File: config.mk
export PLATFORM = sky130hd
export DESIGN_NAME = pipe_hazard_ctrl
export DESIGN_NICKNAME = d
export VERILOG_FILES = /design/src/rtl/pipe_ctrl_pkg.sv /design/src/rtl/pipe_sat_counter.sv /design/src/rtl/pipe_hazard_ctrl.sv
export SDC_FILE = /design/constraint.sdc
export NUM_CORES = 1
export LEC_CHECK = 0
export ABC_CLOCK_PERIOD_IN_PS = 2790
export BUFFER_PORTS_ARGS = -buffer_cell sky130_fd_sc_hd__buf_2
export CAP_MARGIN = 25
export CORE_UTILIZATION = 41
export DETAILED_ROUTE_END_ITERATION = 12
export GPL_TIMING_DRIVEN = 1
export PLACE_DENSITY = 0.73
export SLEW_MARGIN = 20
export SYNTH_ARGS = -nofsm -noshare
export SYNTH_HDL_FRONTEND = slang
export SYNTH_HIERARCHICAL = 1
export SYNTH_SLANG_ARGS = --single-unit
export TNS_END_PERCENT = 1
File: constraint.sdc
create_clock -name clk_i -period 2.79 [get_ports clk_i]
set_clock_uncertainty 0.2 [all_clocks]
set_input_delay 0.558 -clock clk_i [delete_from_list [all_inputs] [get_ports clk_i]]
set_output_delay 0.558 -clock clk_i [all_outputs]
set_load 0.02 [all_outputs]
File: src/rtl/pipe_ctrl_pkg.sv
// rtl/pipe_ctrl_pkg.sv - shared types and helpers for the pipeline hazard/forwarding controller
//
// Contents:
//   fwd_sel_e     EX operand source select (regfile / MEM ALU result / WB data)
//   ctrl_act_e    per-cycle pipeline action chosen by the hazard priority logic
//   stage_info_t  tracker record for one pipeline stage {valid, rd, we, load}
//   ex_info_t     EX tracker: stage_info_t plus source indices and use bits
//   src_hit()     does a source operand read the register a stage will write
//   fwd_pick()    forwarding select for one EX operand
package pipe_ctrl_pkg;

    // Tracker structs are sized by this; the top's REG_AW must keep this value.
    localparam int PIPE_REG_AW = 5;

    typedef enum logic [1:0] {
        FWD_RF  = 2'd0,
        FWD_MEM = 2'd1,
        FWD_WB  = 2'd2
    } fwd_sel_e;

    typedef enum logic [1:0] {
        ACT_NORMAL  = 2'd0,
        ACT_MEMWAIT = 2'd1,
        ACT_BRANCH  = 2'd2,
        ACT_LOADUSE = 2'd3
    } ctrl_act_e;

    typedef struct packed {
        logic                   valid;
        logic [PIPE_REG_AW-1:0] rd;
        logic                   we;
        logic                   load;
    } stage_info_t;

    typedef struct packed {
        stage_info_t            info;
        logic [PIPE_REG_AW-1:0] rs1;
        logic [PIPE_REG_AW-1:0] rs2;
        logic                   use_rs1;
        logic                   use_rs2;
    } ex_info_t;

    // x0 is hardwired zero, so a write to it never produces a dependency.
    function automatic logic src_hit(input logic                   use_src,
                                     input logic [PIPE_REG_AW-1:0] src,
                                     input stage_info_t            st);
        return use_src & st.valid & st.we & (st.rd != '0) & (st.rd == src);
    endfunction

    // MEM is the younger producer and wins. A MEM-stage load has no data yet;
    // the load-use stall keeps that case from ever reaching EX.
    function automatic fwd_sel_e fwd_pick(input logic                   use_src,
                                          input logic [PIPE_REG_AW-1:0] src,
                                          input stage_info_t            mem,
                                          input stage_info_t            wb);
        fwd_sel_e sel;
        sel = FWD_RF;
        if (src_hit(use_src, src, mem) && !mem.load) begin
            sel = FWD_MEM;
        end else if (src_hit(use_src, src, wb)) begin
            sel = FWD_WB;
        end
        return sel;
    endfunction

endpackage

File: src/rtl/pipe_sat_counter.sv
// rtl/pipe_sat_counter.sv - saturating event counter for pipeline performance statistics
//
// Ports:
//   clk_i  in   1      clock
//   clr_i  in   1      synchronous clear (takes priority over inc_i)
//   inc_i  in   1      count one event this cycle
//   cnt_o  out  CNT_W  current count, sticks at all-ones
module pipe_sat_counter #(
    parameter int CNT_W = 32
) (
    input  logic             clk_i,
    input  logic             clr_i,
    input  logic             inc_i,
    output logic [CNT_W-1:0] cnt_o
);

    logic [CNT_W-1:0] r_cnt;

    always_ff @(posedge clk_i) begin
        if (clr_i) begin
            r_cnt <= '0;
        end else if (inc_i && (r_cnt != '1)) begin
            r_cnt <= r_cnt + 1'b1;
        end
    end

    assign cnt_o = r_cnt;

endmodule

File: src/rtl/pipe_hazard_ctrl.sv
// rtl/pipe_hazard_ctrl.sv - registered hazard/forwarding controller for a 5-stage RV32I pipeline
//
// Tracks {valid, rd, we, load} of the EX, MEM and WB instructions (EX also keeps
// its sources) and derives stalls, flushes and EX operand forward selects.
// Priority: data-memory wait > taken branch/jump > load-use > normal advance.
//
// Macro: PIPE_PERF_CNT_EN - when defined, three saturating perf counters are
// built; otherwise the counter ports are tied to zero.
//
// Ports:
//   clk_i, rst_i                    clock, synchronous active-high reset
//   id_valid_i .. id_load_i         ID instruction: valid, sources, use bits, rd, we, load
//   br_taken_i                      EX resolved a taken branch/jump
//   mem_req_i, mem_ready_i          MEM data access and its completion
//   stall_if/id/ex/mem_o            hold PC / IF-ID / ID-EX / EX-MEM registers
//   flush_id/ex/wb_o                bubble into IF-ID / ID-EX / MEM-WB registers
//   fwd_a_o, fwd_b_o                EX operand source (fwd_sel_e)
//   stall_cnt_o, flush_cnt_o, memwait_cnt_o   perf counters
module pipe_hazard_ctrl
    import pipe_ctrl_pkg::*;
#(
    parameter int REG_AW = PIPE_REG_AW,
    parameter int CNT_W  = 32
) (
    input  logic              clk_i,
    input  logic              rst_i,
    input  logic              id_valid_i,
    input  logic [REG_AW-1:0] id_rs1_i,
    input  logic [REG_AW-1:0] id_rs2_i,
    input  logic              id_use_rs1_i,
    input  logic              id_use_rs2_i,
    input  logic [REG_AW-1:0] id_rd_i,
    input  logic              id_we_i,
    input  logic              id_load_i,
    input  logic              br_taken_i,
    input  logic              mem_req_i,
    input  logic              mem_ready_i,
    output logic              stall_if_o,
    output logic              stall_id_o,
    output logic              stall_ex_o,
    output logic              stall_mem_o,
    output logic              flush_id_o,
    output logic              flush_ex_o,
    output logic              flush_wb_o,
    output logic [1:0]        fwd_a_o,
    output logic [1:0]        fwd_b_o,
    output logic [CNT_W-1:0]  stall_cnt_o,
    output logic [CNT_W-1:0]  flush_cnt_o,
    output logic [CNT_W-1:0]  memwait_cnt_o
);

    ex_info_t    r_ex;
    stage_info_t r_mem;
    stage_info_t r_wb;

    logic        w_mem_wait;
    logic        w_load_use;
    ctrl_act_e   w_act;
    ex_info_t    w_id_info;

    assign w_mem_wait = mem_req_i & ~mem_ready_i;
    assign w_load_use = id_valid_i & r_ex.info.load &
                        (src_hit(id_use_rs1_i, id_rs1_i, r_ex.info) |
                         src_hit(id_use_rs2_i, id_rs2_i, r_ex.info));

    // A bubble carries no write, so an invalid ID slot is zeroed as a whole.
    always_comb begin
        w_id_info = '0;
        if (id_valid_i) begin
            w_id_info.info.valid = 1'b1;
            w_id_info.info.rd    = id_rd_i;
            w_id_info.info.we    = id_we_i;
            w_id_info.info.load  = id_load_i;
            w_id_info.rs1        = id_rs1_i;
            w_id_info.rs2        = id_rs2_i;
            w_id_info.use_rs1    = id_use_rs1_i;
            w_id_info.use_rs2    = id_use_rs2_i;
        end
    end

    always_comb begin
        w_act = ACT_NORMAL;
        if (w_mem_wait) begin
            w_act = ACT_MEMWAIT;
        end else if (br_taken_i) begin
            w_act = ACT_BRANCH;
        end else if (w_load_use) begin
            w_act = ACT_LOADUSE;
        end
    end

    always_comb begin
        stall_if_o  = 1'b0;
        stall_id_o  = 1'b0;
        stall_ex_o  = 1'b0;
        stall_mem_o = 1'b0;
        flush_id_o  = 1'b0;
        flush_ex_o  = 1'b0;
        flush_wb_o  = 1'b0;
        fwd_a_o     = fwd_pick(r_ex.use_rs1, r_ex.rs1, r_mem, r_wb);
        fwd_b_o     = fwd_pick(r_ex.use_rs2, r_ex.rs2, r_mem, r_wb);
        if (rst_i) begin
            // Bubbles everywhere while reset is held so nothing retires.
            flush_id_o = 1'b1;
            flush_ex_o = 1'b1;
            flush_wb_o = 1'b1;
            fwd_a_o    = FWD_RF;
            fwd_b_o    = FWD_RF;
        end else begin
            unique case (w_act)
                ACT_MEMWAIT: begin
                    stall_if_o  = 1'b1;
                    stall_id_o  = 1'b1;
                    stall_ex_o  = 1'b1;
                    stall_mem_o = 1'b1;
                    flush_wb_o  = 1'b1;
                end
                ACT_BRANCH: begin
                    flush_id_o = 1'b1;
                    flush_ex_o = 1'b1;
                end
                ACT_LOADUSE: begin
                    stall_if_o = 1'b1;
                    stall_id_o = 1'b1;
                    flush_ex_o = 1'b1;
                end
                default: ;
            endcase
        end
    end

    // EX is held during a memory wait, so a pending taken branch is still
    // asserted by EX and gets acted on the cycle the wait drops.
    always_ff @(posedge clk_i) begin
        if (rst_i) begin
            r_ex  <= '0;
            r_mem <= '0;
            r_wb  <= '0;
        end else begin
            unique case (w_act)
                ACT_MEMWAIT: begin
                    r_wb <= '0;
                end
                ACT_BRANCH, ACT_LOADUSE: begin
                    r_wb  <= r_mem;
                    r_mem <= r_ex.info;
                    r_ex  <= '0;
                end
                default: begin
                    r_wb  <= r_mem;
                    r_mem <= r_ex.info;
                    r_ex  <= w_id_info;
                end
            endcase
        end
    end

`ifdef PIPE_PERF_CNT_EN
    pipe_sat_counter #(.CNT_W(CNT_W)) u_stall_cnt (
        .clk_i (clk_i),
        .clr_i (rst_i),
        .inc_i (w_act == ACT_LOADUSE),
        .cnt_o (stall_cnt_o)
    );

    pipe_sat_counter #(.CNT_W(CNT_W)) u_flush_cnt (
        .clk_i (clk_i),
        .clr_i (rst_i),
        .inc_i (w_act == ACT_BRANCH),
        .cnt_o (flush_cnt_o)
    );

    pipe_sat_counter #(.CNT_W(CNT_W)) u_memwait_cnt (
        .clk_i (clk_i),
        .clr_i (rst_i),
        .inc_i (w_act == ACT_MEMWAIT),
        .cnt_o (memwait_cnt_o)
    );
`else
    assign stall_cnt_o   = '0;
    assign flush_cnt_o   = '0;
    assign memwait_cnt_o = '0;
`endif

endmodule

Word level (Yosys, flattened, before mapping):

Cells that the tools add are included.

* eq/ne operators: 9
* multiplexer cells: 20
* bitwise gates (word level): 29
* reductions and logical operators: 9

Operator list (count)
* $pmux W20 S2: 1
* $eq A5 B5 Y1: 6
* $and A1 B1 Y1: 27
* $mux W20: 1
* $mux W2: 9
* $reduce_bool A5 Y1: 3
* $mux W1: 9
* $reduce_or A2 Y1: 3
* $eq A2 B2 Y1 const B: 2
* $eq A2 B1 Y1 const B: 1
* $logic_and A1 B1 Y1: 2
* $logic_not A1 Y1: 1
* $not A1 Y1: 1
* $or A1 B1 Y1: 1

* register bits: 35
* input port bits: 25
* output and inout bits: 107
* word-level logic and storage cells: 82

Logic depth before layout (Yosys ltp):

Gate-level depths: netlist of the first run.

* depth in word-level cells: 13
* gate-level depth with buffers: 6
* depth with buffers taken out: 4

Worst setup path after synthesis of the first run:

No wires, ideal clock.

* path type: input to output
* start point: input port mem_req_i
* end point: output port stall_if_o
* data arrival time: 1893 ps
* data required time: 2032 ps
* slack: 139 ps
* cell stages on the path: 6
* buffers on the path: 3
* cell sequence: nor2b_1 nor2b_1 clkbuf_2 clkbuf_1 a21o_1 buf_4

* cells in the longest elaborated chain, start to end: 6
* elaborated cells between the ends (all ways): 7
* classes of those cells: eq/ne: 2; mux: 3; bitwise: 1; reduce/logical: 1

RTL lines
* start: declaration: line pipe_hazard_ctrl.sv:36 `input logic mem_req_i,`
* $and A1 B1 Y1 (*): line pipe_hazard_ctrl.sv:61 `assign w_mem_wait = mem_req_i & ~mem_ready_i;`
* $mux W2 (*): line pipe_hazard_ctrl.sv:83 `if (w_mem_wait) begin`
* $eq A2 B1 Y1 or $eq A2 B2 Y1 (tied branches)
* $reduce_or A2 Y1 (no line) (*)
* $mux W1 (*) (2 in series)
* end: declaration: line pipe_hazard_ctrl.sv:38 `output logic stall_if_o,`

Every way passes the cells marked *; elsewhere a longest branch is shown, timed or not.

Worst setup path in the final report of the first run:

* start point: register r_mem[5] (netlist bit)
* end point: output port fwd_b_o[1]

* cells in the longest elaborated chain, start to end: 6
* elaborated cells between the ends (all ways): 7
* classes of those cells: eq/ne: 1; mux: 2; bitwise: 2; reduce/logical: 2

RTL lines
* start: declaration: line pipe_hazard_ctrl.sv:53 `stage_info_t r_mem;`
* start signal: assignment: line pipe_hazard_ctrl.sv:146 `r_mem <= r_ex.info;`
* start signal: assignment: line pipe_hazard_ctrl.sv:151 `r_mem <= r_ex.info;`
* $reduce_bool A5 Y1: line pipe_ctrl_pkg.sv:47 `return use_src & st.valid & st.we & (st.rd != '0) & (st.rd == src);`
* $and A1 B1 Y1: line pipe_ctrl_pkg.sv:47
* $and A1 B1 Y1 (*): line pipe_ctrl_pkg.sv:47
* $logic_and A1 B1 Y1 (*): line pipe_ctrl_pkg.sv:58 `if (src_hit(use_src, src, mem) && !mem.load) begin`
* $mux W2 (*): line pipe_ctrl_pkg.sv:58
* $mux W2 (*): line pipe_hazard_ctrl.sv:102 `if (rst_i) begin`
* end: declaration: line pipe_hazard_ctrl.sv:46 `output logic [1:0] fwd_b_o,`

Marks and branches as above.

==> flow_summary.toml, run 1 <==
[outcome]
outcome = "complete, no violations"

[floorplanning]
die_x_um = 81.5
start_util = 0.432
fp.dieArea_um2 = 6640
io_pins = 132
die_h_um = 81.5
num_rows = 28
core-area_um2 = 5990

[route]
top_layer = "met4"
wl_met3_um = 301
drtAntennaViolNets = 0
drtPass1Iterations = 4
wl_met1_um = 2110
drc = 0
first_iter_violations = 73
vias_per_cell = 4.52
vias = 1808
wl_um = 4770
post_drt_wl_per_cell_um = 11.9
wl_met2_um = 2310

[worst_setup_path]
crit_path_max_incr_delay_ps = 550
setup.worst_path.end_class = "output pin"
r2r-end = "r_ex[11]"
cp.depth = 5
path_delay_family = "simple AND/OR/NAND/NOR gates"
cp_slowest_cell = "or4_1"
r2r_slack_ps = 860
cp_cell_sequence = "or4_1, o2111ai_2, nand4bb_1, and3_1, buf_2"
critPathKind = "flop to output pin"
endpoint = "fwd_b_o[1]"
worstPathRequired_ps = 2030
timing.critical_path.buf_inv = 1
crit_fanout = 4
arrival_ps = 1910
r2r_cells = 5
startpoint = "r_mem[5]"
reg2reg_from = "r_ex[16]"
critPathLaunchType = "flop"

[logic_synthesis]
synth_edf_count = 0
yosysWarnings = 6
ys_seq_area_frac = 0.271
synth_most_common_cell = "buf_4"
synth_area_um2 = 2590
syn_avg_cell_area_um2 = 8.81
synthTopCellsByCount = "98 x buf_4, 35 x dfxtp_1, 20 x nand2_1"
async_flop_share = 0
synth_seq_cells = 35
synth_cell_types = 38
yosysTopAreaCell = "buf_4"
syn_inst = 294
synthTopCellsByArea = "buf_4 28%, dfxtp_1 27%, a32oi_1 6.4%"
ys.flop_type = "dfxtp_1"
synth_top_area_share = 0.284

[sta]
rsz0062_at_grt = "no"
finalCritPeriodShare = 0.957
setup_viol = 0
setup_slack_ps = 120
period_minus_slack_ps = 2670
report.final.slew_viol_count = 0
max_freq_mhz = 375
whs_ps = 295
final_hold_viol_count = 0
setup_tns_ps = 0

[global_routing]
grt_usage = 0.147
grt_max_degree = 41
grt_pass1_wl_um = 7360
grt-ovfl-total = 0
grt_pass1_vias = 1477
antenna_found_initial = 0

[cells_and_area]
num-nets-final = 349
syn2layout_area_growth_pct = -1.35
fin_util = 0.426
postLayoutCellArea_um2 = 2550
antennaDiodeCount = 0
drive_gt1_frac = 0.218

[clocking]
clkTransAtPathRegs_ps = 70
cts-htree-levels = 2
cts_tree = "yes"
cts.sinks = 35
cts_inserted_buffers = 5
clock_path_buffers = 2
cts_root_buf = "clkbuf_8"
clk_latency_ps = 300

[worst_hold_path]
worst_hold_path_type = "flop to flop"

[power]
powerDensity_nw_per_um2 = 502
leakage_uw = 0.00121
ir_drop_mv = 0.207

[placed_design]
io_buffers = 35
pre_cts_ws_ps = 372
place_area_um2 = 2430
hpwl_um = 3590
gp_congestion = 0.858

[job]
cap_violations = 0
[worst min-delay path by stage]
stage | to | start | slack, ps | depth (start not counted)
4_1_cts | r_mem[0] | r_mem[0] | 290 | 1
3_3_place_gp | r_mem[0] | r_mem[0] | 260 | 1
2_1_floorplan | r_mem[0] | r_mem[0] | 240 | 1
3_5_place_dp | r_mem[0] | r_mem[0] | 280 | 1
6_report | r_mem[0] | r_mem[0] | 290 | 1
5_1_grt | r_ex[14] | id_rd_i[0] | 300 | 3
[final cells by class]
class                           count  area, um2
Sequential cell                    35        701
Multi-Input combinational cell    236       1410
Fill cell                         627       3440
Timing Repair Buffer               40        213
Tap cell                           75       93.8
Clock inverter                      2       35.0
Clock buffer                        6       82.6
Inverter                            6       22.5
[metal layers]
layer	vias to the layer above	global-route usage
met4	0	0.0429
met5	-	0
met2	84	0.242
li1	879	-
met1	839	0.186
met3	6	0.0400
[registers in the layout, summed over array words and instances, names as in the netlist]
name,flops
r_ex,20
r_mem,8
r_wb,7
[cells in the final DEF (no fill, tap or decap), drive strengths merged, types with 4 or more instances in the layout]
cell,instances
inv,6
a32oi,19
clkbuf,6
and2,5
xor2,12
dfxtp,35
a22o,8
conb,96
nand4,4
nor2,9
nand2,20
xnor2,15
buf,40
o21ai,21
[per-stage QoR]
stage,power (uW),instances
after floorplan,869,389
after global placement,813,392
after detailed placement,815,392
after CTS,1280,400
after global routing,1340,400
final,1280,400
[timing repair]
action,CTS,global route
setup endpoints to repair,0,1
endpoints found under the hold margin,0,0
hold buffers,0,0
buffers inserted,0,0
resized for setup,0,1
[cells by family (layout without fill, tap and decap cells)]
family                 after synthesis  after routing  synth area share
AO/OA/AOI/OAI                       57             57             0.191
AND/OR/NAND/NOR                     56             56             0.113
flip-flops                          35             35             0.271
other                                1             96           0.00145
buffers and inverters              118             54             0.332
XOR/XNOR                            27             27            0.0913
[where the power goes]
part           total (uW)  leakage, uW  internal, uW  switching (uW)
logic                 255     0.000862          69.7             186
clock network         475    0.0000612           289             186
registers             552     0.000285           522            30.9
No activity file was read; power rests on OpenSTA's default activity.
==> run 2: changes to the inputs <==
--- a/config.mk
+++ b/config.mk
@@ -5,7 +5,7 @@
 export SDC_FILE = /design/constraint.sdc
 export NUM_CORES = 1
 export LEC_CHECK = 0
-export ABC_CLOCK_PERIOD_IN_PS = 2790
+export ABC_CLOCK_PERIOD_IN_PS = 3300
 export BUFFER_PORTS_ARGS = -buffer_cell sky130_fd_sc_hd__buf_2
 export CAP_MARGIN = 25
 export CORE_UTILIZATION = 41
==> constraint.sdc (replaced) <==
create_clock -name clk_i -period 3.3 [get_ports clk_i]
set_clock_uncertainty 0.2 [all_clocks]
set_input_delay 0.66 -clock clk_i [delete_from_list [all_inputs] [get_ports clk_i]]
set_output_delay 0.66 -clock clk_i [all_outputs]
set_load 0.02 [all_outputs]
==> run 2 against run 1 <==
Via count rose by 1.2%; worst setup slack improved by 150 ps; flip-flop and latch count did not move; worst hold slack got worse by 9.4 ps; sequential share of layout area rose by 0.42 points; cell area fell by 1.5%; routed wire length fell by 0.92%; critical path depth did not move; combinational power fell by 16%; core utilization fell by 0.65 points; highest routed layer unchanged.
==> flow_summary.toml, run 2 (same netlist as run 1, synthesis figures left out) <==
[outcome]
outcome = "complete, no violations"

[sta]
period_minus_slack_ps = 3030
setup_viol = 0
setup_slack_ps = 273
whs_ps = 286
max_freq_mhz = 330
report.final.slew_viol_count = 0
relSlewSlack = 0.453
rsz0062_at_grt = "no"
setup_tns_ps = 0
tightestPinTransition_ps = 817
final_hold_viol_count = 0
finalCritPeriodShare = 0.917

[cells_and_area]
reg.largest.list = "r_ex x20, r_mem x8, r_wb x7"
nFillCells = 606
antennaDiodeCount = 0
final_cell_mix = "96 x conb_1, 35 x buf_2, 35 x dfxtp_1"
postLayoutCellArea_um2 = 2510
final_common_cell = "conb_1"
syn2layout_area_growth_pct = -2.85
largest_reg_flops = 20
drive_gt1_frac = 0.207
top_register = "r_ex"
num-nets-final = 347

[power]
internal_power_uw = 689
power_frac_seq = 0.459
p_comb_frac = 0.211
switching_share = 0.322
leakage_uw = 0.00119
p_total_uw = 1020
powerDensity_nw_per_um2 = 404
ir_drop_mv = 0.234
p_clk_frac = 0.330
p_sw_uw = 328

[clocking]
cts_setup_buffers = 0
cts_inserted_buffers = 5
cts_root_buf = "clkbuf_8"
cts_tree = "yes"
clkTransAtPathRegs_ps = 60
clk_latency_ps = 280
post_cts_resized = 0
clock_path_buffers = 2
cts-htree-levels = 2
cts_hold_buf = 0
cts.sinks = 35

[worst_hold_path]
worst_hold_path_type = "flop to flop"

[placed_design]
pre_cts_ws_ps = 527
place_area_um2 = 2410
gp_congestion = 0.839
io_buffers = 35
hpwl_um = 3670

[worst_setup_path]
critPathKind = "flop to output pin"
crit_fanout = 22
timing.critical_path.buf_inv = 1
worstPathRequired_ps = 2440
crit_path_max_incr_delay_ps = 560
critPathLaunchType = "flop"
cp_cell_sequence = "or4_4, o211ai_4, nor2_1, a21o_1, buf_2"
setup.worst_path.end_class = "output pin"
cp_slowest_cell = "or4_4"
arrival_ps = 2170
path_delay_family = "compound AO/OA/AOI/OAI gates"

[route]
post_drt_wl_per_cell_um = 11.9
vias_per_cell = 4.60
first_iter_violations = 50
drtAntennaViolNets = 0
wl_um = 4730
drc = 0
drtPass1Iterations = 5
vias = 1829

[floorplanning]
io_pins = 132
num_rows = 28
die_h_um = 81.5
start_util = 0.432
fp.dieArea_um2 = 6640
core-area_um2 = 5990
die_x_um = 81.5

[global_routing]
antenna_found_initial = 0
grt_max_degree = 41
grt_pass1_wl_um = 7520
grt_pass1_vias = 1548
grt-ovfl-total = 0
grt_usage = 0.151

[job]
cap_violations = 0
## run 2: worst paths after layout
| check | cells after the start | end | slack, ps | start |
|---|---|---|---|---|
| min | 1 | r_mem[0] | 290 | r_mem[0] |
| max | 5 | stall_id_o | 270 | r_ex[16] |
| max reg2reg | 4 | r_ex[5] | 1260 | r_ex[16] |
| min reg2reg | 1 | r_mem[0] | 290 | r_mem[0] |
## run 2: routing by layer
layer | share of wire | routed length [um] | up-vias | track usage
met2 | 0.51 | 2420 | 96 | 0.250
met3 | 0.088 | 415 | 7 | 0.0322
met5 | 0 | 0 | - | 0
met1 | 0.39 | 1820 | 848 | 0.188
li1 | - | - | 878 | -
met4 | 0.016 | 74 | 0 | 0.0607
## run 2: power by group through the flow
stage | Clock [uW] | Sequential [uW] | Combinational [uW]
floorplan | 0 | 467 | 268
global placement | 0 | 474 | 210
detailed placement | 0 | 475 | 213
CTS | 345 | 466 | 214
global route | 361 | 468 | 237
finish | 336 | 466 | 215
## run 2: metrics by stage
step / utilization / std cells
global route: 0.420 / 398
global placement: 0.403 / 390
floorplan: - / 389
finish: 0.420 / 398
detailed placement: 0.403 / 390
CTS: 0.420 / 398
## run 2: layout make-up
cell class	count	area [um2]	area share
tap	75	93.8	0.0373
multi-input combinational	236	1400	0.557
inverter	6	22.5	0.00896
sequential	35	701	0.279
timing repair buffer	38	198	0.0786
clock buffer	8	100	0.0398
==> run 3: changes to the inputs <==
--- a/config.mk
+++ b/config.mk
@@ -5,13 +5,14 @@
 export SDC_FILE = /design/constraint.sdc
 export NUM_CORES = 1
 export LEC_CHECK = 0
+export ABC_AREA = 1
 export ABC_CLOCK_PERIOD_IN_PS = 3300
 export BUFFER_PORTS_ARGS = -buffer_cell sky130_fd_sc_hd__buf_2
-export CAP_MARGIN = 25
+export CAP_MARGIN = 20
 export CORE_UTILIZATION = 41
 export DETAILED_ROUTE_END_ITERATION = 12
 export GPL_TIMING_DRIVEN = 1
-export PLACE_DENSITY = 0.73
+export PLACE_DENSITY = 0.74
 export SLEW_MARGIN = 20
 export SYNTH_ARGS = -nofsm -noshare
 export SYNTH_HDL_FRONTEND = slang
==> run 3 against run 2 <==
Core utilization shrank 0.37 points; synthesized cell count grew 24%; non-clock buffer count grew 2; die area shrank 3.2%; global-route usage grew 1.1 points; sequential share of layout area grew 0.58 points; register-to-register slack gained 390 ps; combinational power shrank 13%; synthesized area shrank 3.3%; critical path depth grew 5; critical path type is now input port to output pin; largest cell class unchanged.
==> flow_summary.toml, run 3 <==
[logic_synthesis]
ys_seq_area_frac = 0.280
yosysTopAreaCell = "buf_4"
synth_seq_cells = 35
synth_cell_types = 27
synthTopCellsByArea = "buf_4 30%, dfxtp_1 28%, nand2_1 12%"
yosysWarnings = 6
syn_inst = 364
synth_top_area_share = 0.297
synth_most_common_cell = "buf_4"
synth_area_um2 = 2500
synthTopCellsByCount = "99 x buf_4, 80 x nand2_1, 35 x dfxtp_1"
ys.flop_type = "dfxtp_1"
synth_edf_count = 0
syn_avg_cell_area_um2 = 6.88
async_flop_share = 0

[worst_hold_path]
min_from = "r_ex[2]"
whs_path_depth = 2
holdPathEnd = "r_ex[2]"
worst_hold_path_type = "flop to flop"

[worst_setup_path]
r2r_cells = 10
worstPathRequired_ps = 2440
cp_slowest_cell = "o21ai_0"
cp_cell_sequence = "buf_2, inv_1, nand2_1, nand2_1, nor2_1, nand3_1, nand2_1, nand2_2, o21ai_0, buf_2"
critPathKind = "input port to output pin"
crit_fanout = 3
critPathLaunchType = "input port"
arrival_ps = 1680
crit_top_cell = "nand2_1"
r2r_slack_ps = 1650
crit_path_max_incr_delay_ps = 210
reg2reg_from = "r_ex[18]"
r2r-end = "r_ex[9]"
setup.worst_path.end_class = "output pin"

[cells_and_area]
seqCellArea_um2 = 701
syn2layout_area_growth_pct = -1.60
antennaDiodeCount = 0
reg.largest.list = "r_ex x20, r_mem x8, r_wb x7"
drive_gt1_frac = 0.142
nFillCells = 653
multiInputGateArea_um2 = 1220
largest_reg_flops = 20
postLayoutCellArea_um2 = 2460
num-nets-final = 426
top_register = "r_ex"
final_common_cell = "conb_1"
final_cell_mix = "96 x conb_1, 80 x nand2_1, 35 x buf_2, 35 x dfxtp_1, 34 x inv_1"

[floorplanning]
num_rows = 28
die_h_um = 80.1
fp.dieArea_um2 = 6420
core-area_um2 = 5920
die_x_um = 80.1
start_util = 0.423
io_pins = 132

[power]
switching_share = 0.335
p_clk_frac = 0.319
ir_drop_mv = 0.231
leakage_uw = 0.00134
p_comb_frac = 0.203
internal_power_uw = 616
powerDensity_nw_per_um2 = 376
power_frac_seq = 0.478
p_sw_uw = 310

[global_routing]
grt_pass1_wl_um = 7840
grtUsageMet1 = 0.204
grt_pass1_vias = 1707
met3_usage = 0.0341
grt_max_degree = 21
busiest_layer = "met2"
grt-ovfl-total = 0
grt_usage = 0.161
met2_usage = 0.254
antenna_found_initial = 0

[clocking]
cts_inserted_buffers = 5
cts_hold_buf = 0
cts_tree = "yes"
clock_path_buffers = 2
clk_latency_ps = 290
clkTransAtPathRegs_ps = 70
post_cts_resized = 0
cts.sinks = 35
cts_root_buf = "clkbuf_8"
cts-htree-levels = 2
cts_setup_buffers = 0

[route]
drc = 0
vias_per_cell = 4.29
wl_um = 4940
first_iter_violations = 133
drtPass1Iterations = 4
post_drt_wl_per_cell_um = 10.4
vias = 2045
drtAntennaViolNets = 0

[placed_design]
io_buffers = 35
gp_congestion = 0.954
hpwl_um = 3970
place_area_um2 = 2380

[sta]
period_minus_slack_ps = 2540
rsz0062_at_grt = "no"
finalCritPeriodShare = 0.770
final_hold_viol_count = 0
setup_tns_ps = 0
max_freq_mhz = 393
report.final.slew_viol_count = 0
setup_viol = 0

[job]
cap_violations = 0

[outcome]
outcome = "complete, no violations"
-- run 3: cell types whose count changed after synthesis, sizes merged, moves of 14 or more --
cell	previous run	this run
inv	6	40
nand2	20	82
nand3	1	27
nor2	9	30
a32oi	19	0
o21ai	21	7
-- run 3: routing by layer --
metal	vias to the layer above	wire length, um	share of wire
met5	-	0	0
met3	12	335	0.068
li1	1011	-	-
met4	0	168	0.034
met2	120	2190	0.44
met1	902	2250	0.45
-- run 3: how the worst max path moves through the flow --
stage | start | end | cells past startpoint
after CTS | id_rs2_i[4] | stall_id_o | 10
after floorplan | id_rs1_i[1] | stall_if_o | 9
after detailed placement | id_rs1_i[0] | stall_id_o | 10
final | id_rs2_i[1] | stall_id_o | 10
after global routing | r_ex[18] | stall_id_o | 9
after global placement | id_rs2_i[4] | stall_id_o | 10
-- run 3: final cells by class --
class	instances	share of cell area
multi-input combinational	279	0.497
sequential	35	0.284
timing repair buffer	40	0.0863
inverter	40	0.0609
tap	75	0.0381
clock buffer	7	0.0310
clock inverter	1	0.00203
-- run 3: power by group through the flow --
stage          clock network (uW)  logic [uW]  registers (uW)
6_report                      296         188             443
3_5_place_dp                    0         185             452
5_1_grt                       324         209             444
4_1_cts                       303         186             443
3_3_place_gp                    0         184             452
2_1_floorplan                   0         238             449
-- run 3: critical path, delay by kind of cell --
family	cells	cell delay, ps
buffers and inverters	3	370
and+or+nand+nor	6	450
AOI/OAI and AO/OA	1	210
-- run 3: stage by stage --
stage	worst slack [ps]	hold slack (ps)	std cells	utilization	total power, uW
after floorplan	575	226	459	-	687
after global placement	761	248	469	0.402	636
after detailed placement	752	261	469	0.402	638
after CTS	745	273	477	0.416	932
after global routing	587	300	477	0.416	977
final	758	274	477	0.416	926
-- run 3: cells by family (layout without fill, tap and decap cells) --
| kind of cell | after synthesis | count (layout) | synth area share |
|---|---|---|---|
| AO/OA/AOI/OAI | 26 | 26 | 0.0670 |
| buffers and inverters | 145 | 88 | 0.373 |
| other | 1 | 96 | 0.00150 |
| flip-flops | 35 | 35 | 0.280 |
| AND/OR/NAND/NOR | 150 | 150 | 0.254 |
| XOR/XNOR | 7 | 7 | 0.0245 |
